$ cat src/rtl/temp_scan_ctrl.sv
// Periodic five-sensor temperature scanner with rounded average and alert.
// Optional macro TEMP_ALERT_HYST_EN adds hysteresis to alert_o.
module temp_scan_ctrl #(
    parameter int SCAN_PERIOD = 1000,
    parameter int ALERT_LO    = 19,
    parameter int ALERT_HI    = 26
) (
    input  logic        clk_i,
    input  logic        rst_n_i,
    input  logic        start_i,
    input  logic [39:0] sensors_data_i,
    input  logic [4:0]  sensors_en_i,
    output logic [7:0]  led_output_o,
    output logic        alert_o,
    output logic        fault_o,
    output logic        busy_o,
    output logic        valid_o
);
    localparam int PW = $clog2(SCAN_PERIOD);
    localparam logic [7:0] LO8 = 8'(ALERT_LO);
    localparam logic [7:0] HI8 = 8'(ALERT_HI);

    typedef enum logic [1:0] {IDLE, ACCUM, DIVIDE, DONE} state_t;

    state_t        state;
    logic [PW-1:0] per_cnt;
    logic          wrap_q;
    logic [39:0]   snap_data;
    logic [4:0]    snap_en;
    logic [15:0]   sum;
    logic [2:0]    cnt;
    logic [2:0]    idx;
    logic [3:0]    step;
    logic [15:0]   quo;
    logic [2:0]    rem;
    logic          fault_q;

    logic [7:0]  cur;
    logic        add_en;
    logic [15:0] sum_nx;
    logic [2:0]  cnt_nx;
    logic [3:0]  trial;
    logic        ge;
    logic        rnd;
    logic [16:0] avg_full;
    logic [7:0]  avg;
    logic        out_rng;

    assign cur      = snap_data[{idx, 3'b000} +: 8];
    assign add_en   = snap_en[idx];
    assign sum_nx   = sum + {8'd0, cur & {8{add_en}}};
    assign cnt_nx   = cnt + {2'b00, add_en};
    assign trial    = {rem, quo[15]};
    assign ge       = trial >= {1'b0, cnt};
    // Round half up: remainder at least half the divisor bumps the quotient.
    assign rnd      = {rem, 1'b0} >= {1'b0, cnt};
    assign avg_full = {1'b0, quo} + {16'd0, rnd};
    assign avg      = (avg_full > 17'd255) ? 8'hFF : avg_full[7:0];
    assign out_rng  = (avg < LO8) || (avg > HI8);
    assign busy_o   = (state != IDLE);

    always_ff @(posedge clk_i or negedge rst_n_i) begin
        if (!rst_n_i) begin
            state        <= IDLE;
            per_cnt      <= '0;
            wrap_q       <= 1'b0;
            snap_data    <= '0;
            snap_en      <= '0;
            sum          <= '0;
            cnt          <= '0;
            idx          <= '0;
            step         <= '0;
            quo          <= '0;
            rem          <= '0;
            fault_q      <= 1'b0;
            led_output_o <= '0;
            alert_o      <= 1'b0;
            fault_o      <= 1'b0;
            valid_o      <= 1'b0;
        end else begin
            valid_o <= 1'b0;
            unique case (state)
                IDLE: begin
                    if (wrap_q || start_i) begin
                        snap_data <= sensors_data_i;
                        snap_en   <= sensors_en_i;
                        sum       <= '0;
                        cnt       <= '0;
                        idx       <= '0;
                        per_cnt   <= '0;
                        wrap_q    <= 1'b0;
                        state     <= ACCUM;
                    end else if (per_cnt == PW'(SCAN_PERIOD - 1)) begin
                        per_cnt <= '0;
                        wrap_q  <= 1'b1;
                    end else begin
                        per_cnt <= per_cnt + PW'(1);
                    end
                end
                ACCUM: begin
                    sum <= sum_nx;
                    cnt <= cnt_nx;
                    idx <= idx + 3'd1;
                    if (idx == 3'd4) begin
                        if (cnt_nx == 3'd0) begin
                            fault_q <= 1'b1;
                            state   <= DONE;
                        end else begin
                            fault_q <= 1'b0;
                            quo     <= sum_nx;
                            rem     <= '0;
                            step    <= '0;
                            state   <= DIVIDE;
                        end
                    end
                end
                DIVIDE: begin
                    if (ge) begin
                        rem <= 3'(trial - {1'b0, cnt});
                    end else begin
                        rem <= trial[2:0];
                    end
                    quo  <= {quo[14:0], ge};
                    step <= step + 4'd1;
                    if (step == 4'd15) begin
                        state <= DONE;
                    end
                end
                DONE: begin
                    valid_o <= 1'b1;
                    state   <= IDLE;
                    if (fault_q) begin
                        led_output_o <= '0;
                        fault_o      <= 1'b1;
                        alert_o      <= 1'b1;
                    end else begin
                        led_output_o <= avg;
                        fault_o      <= 1'b0;
`ifdef TEMP_ALERT_HYST_EN
                        if (out_rng) begin
                            alert_o <= 1'b1;
                        end else if (avg > LO8 && avg < HI8) begin
                            alert_o <= 1'b0;
                        end
`else
                        alert_o <= out_rng;
`endif
                    end
                end
                default: state <= IDLE;
            endcase
        end
    end
endmodule

$ cat config.mk
export PLATFORM = sky130hd
export DESIGN_NAME = temp_scan_ctrl
export DESIGN_NICKNAME = d
export VERILOG_FILES = /design/src/rtl/temp_scan_ctrl.sv
export SDC_FILE = /design/constraint.sdc
export NUM_CORES = 1
export LEC_CHECK = 0
export CAP_MARGIN = 20
export CORE_MARGIN = 1.5
export CORE_UTILIZATION = 46
export CTS_BUF_LIST = sky130_fd_sc_hd__clkbuf_16
export DETAILED_ROUTE_END_ITERATION = 10
export GPL_TIMING_DRIVEN = 0
export PLACE_DENSITY = 0.76
export RECOVER_POWER = 25
export SLEW_MARGIN = 40
export SYNTH_ARGS = -nofsm -noshare
export SYNTH_HDL_FRONTEND = slang
export SYNTH_SLANG_ARGS = --single-unit
$ cat constraint.sdc
create_clock -name clk_i -period 9.12 [get_ports clk_i]
set_input_delay 0.912 -clock clk_i [delete_from_list [all_inputs] [get_ports clk_i]]
set_output_delay 0.912 -clock clk_i [all_outputs]
set_load 0.1 [all_outputs]
==> results of run 1 <==
-- stage by stage --
step | power (mW) | area [µm²] | cells | setup WS, ns | hold WS (ns)
global placement | 2.21 | 6970 | 807 | 2.80 | 0.469
detailed placement | 2.25 | 6940 | 808 | 5.51 | 0.488
finish | 2.93 | 7520 | 840 | 5.47 | 0.497
CTS | 2.94 | 7520 | 840 | 5.47 | 0.438
floorplan | 1.92 | 6160 | 572 | 6.05 | 0.451
global route | 3.14 | 7520 | 840 | 4.79 | 0.518
-- final timing paths --
check,startpoint,to,slack (ns),cells past startpoint
max,idx[0],quo[7],5.47,12
min,rem[2],rem[2],0.50,2
max reg2reg,idx[0],quo[7],5.47,12
min reg2reg,rem[2],rem[2],0.50,2
max in group asynchronous,rst_n_i,snap_en[1],5.51,1
min in group asynchronous,rst_n_i,step[2],1.66,1
-- logic make-up after synthesis --
| logic type | after synthesis |
|---|---|
| and+or+nand+nor | 132 |
| AOI/OAI and AO/OA | 147 |
| xor gates and xnor gates | 26 |
| DFF | 115 |
| adders and majority gates | 25 |
| buffers and inverters | 56 |
| muxes | 71 |
-- critical path, delay by kind of cell, from the launching register on --
kind	cells	cell delay, ns
compound gates	3	0.90
simple gates	3	0.67
mux	1	0.57
flops	1	0.51
fa+ha+maj	2	0.43
buf+inv	2	0.26
xor+xnor	1	0.18
-- routing by layer --
metal  share of wire  GRT usage  vias to the layer above  wire (µm)
met4           0.021     0.0926                        0        301
met2            0.51      0.383                      141       7270
met3           0.050     0.0545                       31        714
li1                -          -                     2250          -
met5               0          0                        -          0
met1            0.42      0.273                     2357       6110
-- final cells by class --
type,instances,share of cell area
multi-input combinational,401,0.406
sequential,115,0.383
timing repair buffer,60,0.0734
clock buffer,17,0.0566
tap,176,0.0293
clock inverter,15,0.0213
buffer,28,0.0168
inverter,28,0.0140
-- cell usage in the layout (no fill, tap or decap), types with 19 or more instances in the layout --
cell type	Yosys	routed
sky130_fd_sc_hd__dfrtp_1	115	115
sky130_fd_sc_hd__o21ai_0	37	37
sky130_fd_sc_hd__o22ai_1	19	19
sky130_fd_sc_hd__nor2_1	34	34
sky130_fd_sc_hd__inv_1	27	27
sky130_fd_sc_hd__buf_2	9	21
sky130_fd_sc_hd__nand3_1	20	20
sky130_fd_sc_hd__clkdlybuf4s50_1	0	46
sky130_fd_sc_hd__a21oi_1	23	22
sky130_fd_sc_hd__nand2_1	38	38
sky130_fd_sc_hd__ha_1	23	23
sky130_fd_sc_hd__mux2_2	59	59
-- registers in the layout, summed over array words and instances (netlist names) --
name,cells
sum,16
led_output_o,8
alert_o,1
quo,16
snap_en,5
valid_o,1
idx,3
fault_o,1
cnt,3
fault_q,1
state,2
step,4
wrap_q,1
snap_data,40
per_cnt,10
rem,3
-- where the power goes --
part | internal (mW) | switching (mW) | leakage [nW] | total (mW)
clock network | 0.403 | 0.254 | 0.284 | 0.658
logic | 0.565 | 0.861 | 1.53 | 1.43
registers | 0.708 | 0.139 | 1.43 | 0.847
total | 1.68 | 1.25 | 3.25 | 2.93
==> results_dict.tcl, run 1 <==
set metrics [dict create \
    io_pins 60 \
    cellPowerDensity_mw_per_mm2 390 \
    floorplan.rows 42 \
    end_kind "flip-flop" \
    grt_antenna_before_repair 0 \
    dieHeight_um 119 \
    clock_skew_ns 0.00493 \
    leakagePower_nw 3.25 \
    status "complete, but fails checks" \
    post_drt_via_cell_ratio 5.69 \
    ctsResizeCount 0 \
    combinational_family_with_the_most_area_after_synthesis "compound AO/OA/AOI/OAI gates" \
    synth.ff_latch_count 115 \
    fill_cells 1102 \
    multiInputGateArea_mm2 0.00305 \
    cts_setup_buffers 0 \
    syn-mean-instance-area_um2 10.8 \
    first_global_vias 5070 \
    final-setup-viol-count 0 \
    critical-path-slowest-cell "sky130_fd_sc_hd__mux4_2" \
    detail_route.wirelength_um 14400 \
    rsz0062_at_grt "no" \
    cts-buffers-inserted 17 \
    syn_nets 645 \
    clk_pin_slew_worst_paths_ns 0.06 \
    netlist.area_leader.share 0.467 \
    dr.first_iter.drc_count 468 \
    arrival_ns 3.93 \
    timing.max_cap.violations 1 \
    area_delta_synth_final_pct 22.2 \
    post-route-util 0.572 \
    post-route-min-period_ns 3.65 \
    place.detailed.hpwl_um 10000 \
    initial_core_util 0.469 \
    muxShareOfSynthArea 0.146 \
    worst_ir_drop_vdd_mv 0.163 \
    global_route_wire_length_before_repair_um 24900 \
    gp_congestion 0.853 \
    synth-edff-count 0 \
    slew-limit-headroom -1.31 \
    hp-class "reg2reg" \
    yosysTopAreaCell "sky130_fd_sc_hd__dfrtp_1" \
    synthesized_area_fraction_occupied_by_xor_and_xnor_cells 0.0370 \
    cts-hold-fix-buffers 0 \
    cts_tree "done" \
    layout.nets 724 \
    timing.setup.critical_path_class "reg2reg" \
    grt_remaining_overflow 0 \
    min_period_over_period 0.400 \
    ant_nets 0 \
    floorplan.die_area_mm2 0.0141 \
    drc_errors 0 \
    synthFlopType "sky130_fd_sc_hd__dfrtp_1" \
    fmaxAchievable_ghz 0.274 \
    slowest_delay_ns 0.57 \
    count_of_input_and_output_buffers 59 \
    synth_compound_area_frac 0.157 \
    route.vias.total 4779 \
    clock_tree.htree_level_count 4 \
    core_mm2 0.0131 \
    n_antenna_cell 0 \
    clk_root_buffer_cell "sky130_fd_sc_hd__clkbuf_16" \
    synth-simple-area-share 0.102 \
    worst_setup_path_start_kind "flip-flop" \
    totalNegativeSetupSlack_ns 0 \
    crit_fanout 9 \
    path_common_cell "sky130_fd_sc_hd__ha_1" \
    drt_first_pass_iters 5 \
    async_flop_share 1.00 \
    synth_adder_area_share 0.0533 \
    cts.sinks 115 \
    pin_count_of_the_biggest_net_entering_global_routing 63 \
    synth_seq_area_share 0.467 \
    slew_violations 62 \
    path_cells "mux4_2 -> a22oi_2 -> inv_1 -> ha_1 -> ha_1 -> xor2_1 -> nor3_4 -> nor2_2 -> and2_0 -> clkbuf_2 -> a222oi_1 -> o21ai_1" \
    final_hold_viol_count 0 \
    register_area_mm2 0.00288 \
    violations "capacitance limit, slew limit" \
    final_layout_size_suffix_gt1_frac 0.206 \
    global_route.usage.total 0.225 \
    synth.most_common_cell "sky130_fd_sc_hd__dfrtp_1" \
    wl_per_cell_um 17.1 \
    floorplan.die.width_um 119 \
    tightest_slew_ns 3.46 \
    synthCells 572 \
    worst-endpoint-required_ns 9.40 \
    insertion_delay_ns 0.42 \
    synth_top_cells_by_count "115 x sky130_fd_sc_hd__dfrtp_1, 59 x sky130_fd_sc_hd__mux2_2, 38 x sky130_fd_sc_hd__nand2_1, 37 x sky130_fd_sc_hd__o21ai_0, 34 x sky130_fd_sc_hd__nor2_1" \
    syn_area_mm2 0.00616 \
    yosys_warnings 0 \
    post_synth_main_area_contributors "sky130_fd_sc_hd__dfrtp_1 47%, sky130_fd_sc_hd__mux2_2 11%, sky130_fd_sc_hd__ha_1 4.7%, sky130_fd_sc_hd__mux4_2 3.3%, sky130_fd_sc_hd__o21ai_0 3.0%" \
    number_of_distinct_library_cells_after_synthesis 59 \
    cts_buffer_depth 2 \
]
(Power assumes the default switching activity.)
==> inputs of run 2 (changes only) <==
--- a/config.mk
+++ b/config.mk
@@ -11,7 +11,7 @@
 export CTS_BUF_LIST = sky130_fd_sc_hd__clkbuf_16
 export DETAILED_ROUTE_END_ITERATION = 10
 export GPL_TIMING_DRIVEN = 0
-export PLACE_DENSITY = 0.76
+export PLACE_DENSITY = 0.79
 export RECOVER_POWER = 25
 export SLEW_MARGIN = 40
 export SYNTH_ARGS = -nofsm -noshare
==> constraint.sdc (replaced) <==
create_clock -name clk_i -period 3.35 [get_ports clk_i]
set_input_delay 0.335 -clock clk_i [delete_from_list [all_inputs] [get_ports clk_i]]
set_output_delay 0.335 -clock clk_i [all_outputs]
set_load 0.1 [all_outputs]
==> run 2 against run 1 <==
The run still ends with capacitance limit, slew limit left; die area is the same; via count rose by 2.6%; design area up 1.4%; non-clock buffer count grew 10; global-route usage shrank 0.53 points; highest routed layer unchanged; fmax rose by 12%; hold slack improved by 0.0023 ns; clock-buffer cell count unchanged; largest cell class unchanged; setup slack worse by 5.4 ns.
==> results_dict.tcl, run 2 (synthesis results as in run 1) <==
set metrics [dict create \
    global_route_wire_length_before_repair_um 24200 \
    regToRegStartpoint "idx[0]" \
    cts.sinks 115 \
    design_area_mm2 0.00763 \
    critPathBufInv 3 \
    io_pins 60 \
    detail_route.wirelength_um 14400 \
    status "complete, but fails checks" \
    holdCritStartpoint "rem[2]" \
    worst_ir_drop_vdd_mv 0.520 \
    route.vias.total 4905 \
    dieHeight_um 119 \
    clock_tree.htree_level_count 4 \
    rrSetupSlack_ns 0.08 \
    critical-path-slowest-cell "sky130_fd_sc_hd__mux4_2" \
    floorplan.rows 42 \
    final_layout_size_suffix_gt1_frac 0.219 \
    layout.cells.most_common "sky130_fd_sc_hd__dfrtp_1" \
    path_cells "mux4_2 -> a22oi_2 -> buf_4 -> inv_1 -> ha_1 -> ha_2 -> xor2_1 -> nor3_4 -> buf_4 -> or3_1 -> nor2_1 -> a211oi_1" \
    core_mm2 0.0131 \
    place_inst 808 \
    post_drt_via_cell_ratio 5.76 \
    rsz0062_at_grt "yes" \
    r2r.worst_path.cells 12 \
    initial_core_util 0.469 \
    slew_violations 62 \
    fmaxAchievable_ghz 0.306 \
    gp_congestion 0.869 \
    cellPowerDensity_mw_per_mm2 1060 \
    crit_fanout 7 \
    placedInstanceArea_mm2 0.00694 \
    path_common_cell "sky130_fd_sc_hd__buf_4" \
    final_hold_viol_count 0 \
    largest-register "snap_data" \
    post-route-min-period_ns 3.27 \
    layout.nets 735 \
    tightest_slew_ns 1.59 \
    insertion_delay_ns 0.43 \
    cts_buffer_depth 2 \
    largest_register_ffs 40 \
    fin_ws_ns 0.0778 \
    slowest_delay_ns 0.56 \
    hold_depth 2 \
    slew-limit-headroom -0.0585 \
    cpLargestDelayFamily "simple AND/OR/NAND/NOR gates" \
    clock_skew_ns 0.00590 \
    first_global_vias 5047 \
    wl_per_cell_um 16.9 \
    place.detailed.hpwl_um 10200 \
    end_kind "flip-flop" \
    drc_errors 0 \
    violations "capacitance limit, slew limit" \
    drt_first_pass_iters 5 \
    worst-endpoint-required_ns 3.64 \
    timing.max_cap.violations 1 \
    final_cell_mix "114 x sky130_fd_sc_hd__dfrtp_1, 59 x sky130_fd_sc_hd__mux2_2, 46 x sky130_fd_sc_hd__clkdlybuf4s50_1" \
    clk_root_buffer_cell "sky130_fd_sc_hd__clkbuf_16" \
    worst_setup_path_start_kind "flip-flop" \
    n_antenna_cell 0 \
    floorplan.die.width_um 119 \
    timing.setup.critical_path_class "reg2reg" \
    min_period_over_period 0.977 \
    place_worst_setup_slack_ns -0.271 \
    grt_remaining_overflow 0 \
    arrival_ns 3.57 \
    pin_count_of_the_biggest_net_entering_global_routing 63 \
    cts_tree "done" \
    report.power.total_mw 8.11 \
    dr.first_iter.drc_count 362 \
    clk_pin_slew_worst_paths_ns 0.05 \
    registers_with_the_most_flip_flops "snap_data: 40 flops, quo: 16 flops, sum: 16 flops" \
    post_layout_nonfiller_instances 851 \
    holdPathEnd "rem[2]" \
    grt_antenna_before_repair 0 \
    global_route.usage.total 0.219 \
    count_of_input_and_output_buffers 59 \
    area_delta_synth_final_pct 23.9 \
    floorplan.die_area_mm2 0.0141 \
    reg2reg_to "quo[6]" \
    fill_cells 1085 \
    cts-buffers-inserted 17 \
    ant_nets 0 \
    hp-class "reg2reg" \
    leakagePower_nw 3.30 \
    final-setup-viol-count 0 \
]
-- run 2: per-layer routing --
metal | share of wire | track usage | vias to the layer above
met2 | 0.52 | 0.375 | 171
met1 | 0.40 | 0.257 | 2422
met5 | 0 | 0 | -
li1 | - | - | 2282
met3 | 0.056 | 0.0632 | 30
met4 | 0.022 | 0.0949 | 0
-- run 2: power breakdown --
part           total, mW  switching (mW)  internal (mW)
logic               4.11            2.42           1.68
registers           2.31           0.381           1.93
clock network       1.69           0.620           1.07
-- run 2: cell type report --
type / instances / area, µm² / share of cell area
buffer: 27 / 130 / 0.0171
clock buffer: 17 / 425 / 0.0558
clock inverter: 15 / 125 / 0.0164
inverter: 28 / 105 / 0.0138
multi-input combinational: 402 / 3100 / 0.407
sequential: 115 / 2880 / 0.377
tap: 176 / 220 / 0.0289
timing repair buffer: 71 / 638 / 0.0837
-- run 2: how the worst max path moves through the flow --
stage	endpoint	cells past startpoint	from
5_1_grt	sum[13]	10	idx[0]
4_1_cts	quo[11]	12	idx[0]
3_3_place_gp	per_cnt[8]	1	rst_n_i
2_1_floorplan	quo[12]	11	idx[0]
3_5_place_dp	quo[11]	12	idx[0]
6_report	quo[6]	12	idx[0]
-- run 2: repair_timing --
item	4_1_cts	5_1_grt
endpoints found under the hold margin	61	0
cloned	1	0
hold buffers	1	0
pin swaps	2	7
setup endpoints to repair	33	32
setup buffers	4	6
gates resized for setup	4	14
-- run 2: worst min-delay path: cells and delay by family (launching register included) --
kind / cells / cell delay (ns)
AOI/OAI and AO/OA: 1 / 0.07
DFF: 1 / 0.34
and+or+nand+nor: 1 / 0.05
-- run 2: stage by stage --
step	utilization	TNS [ns]	hold WS [ns]
floorplan	-	0	0.0394
global placement	0.530	-272.25	0.467
detailed placement	0.528	-3.99	0.310
CTS	0.574	-0.0881	0.460
global route	0.581	-0.333	0.509
finish	0.581	0	0.500
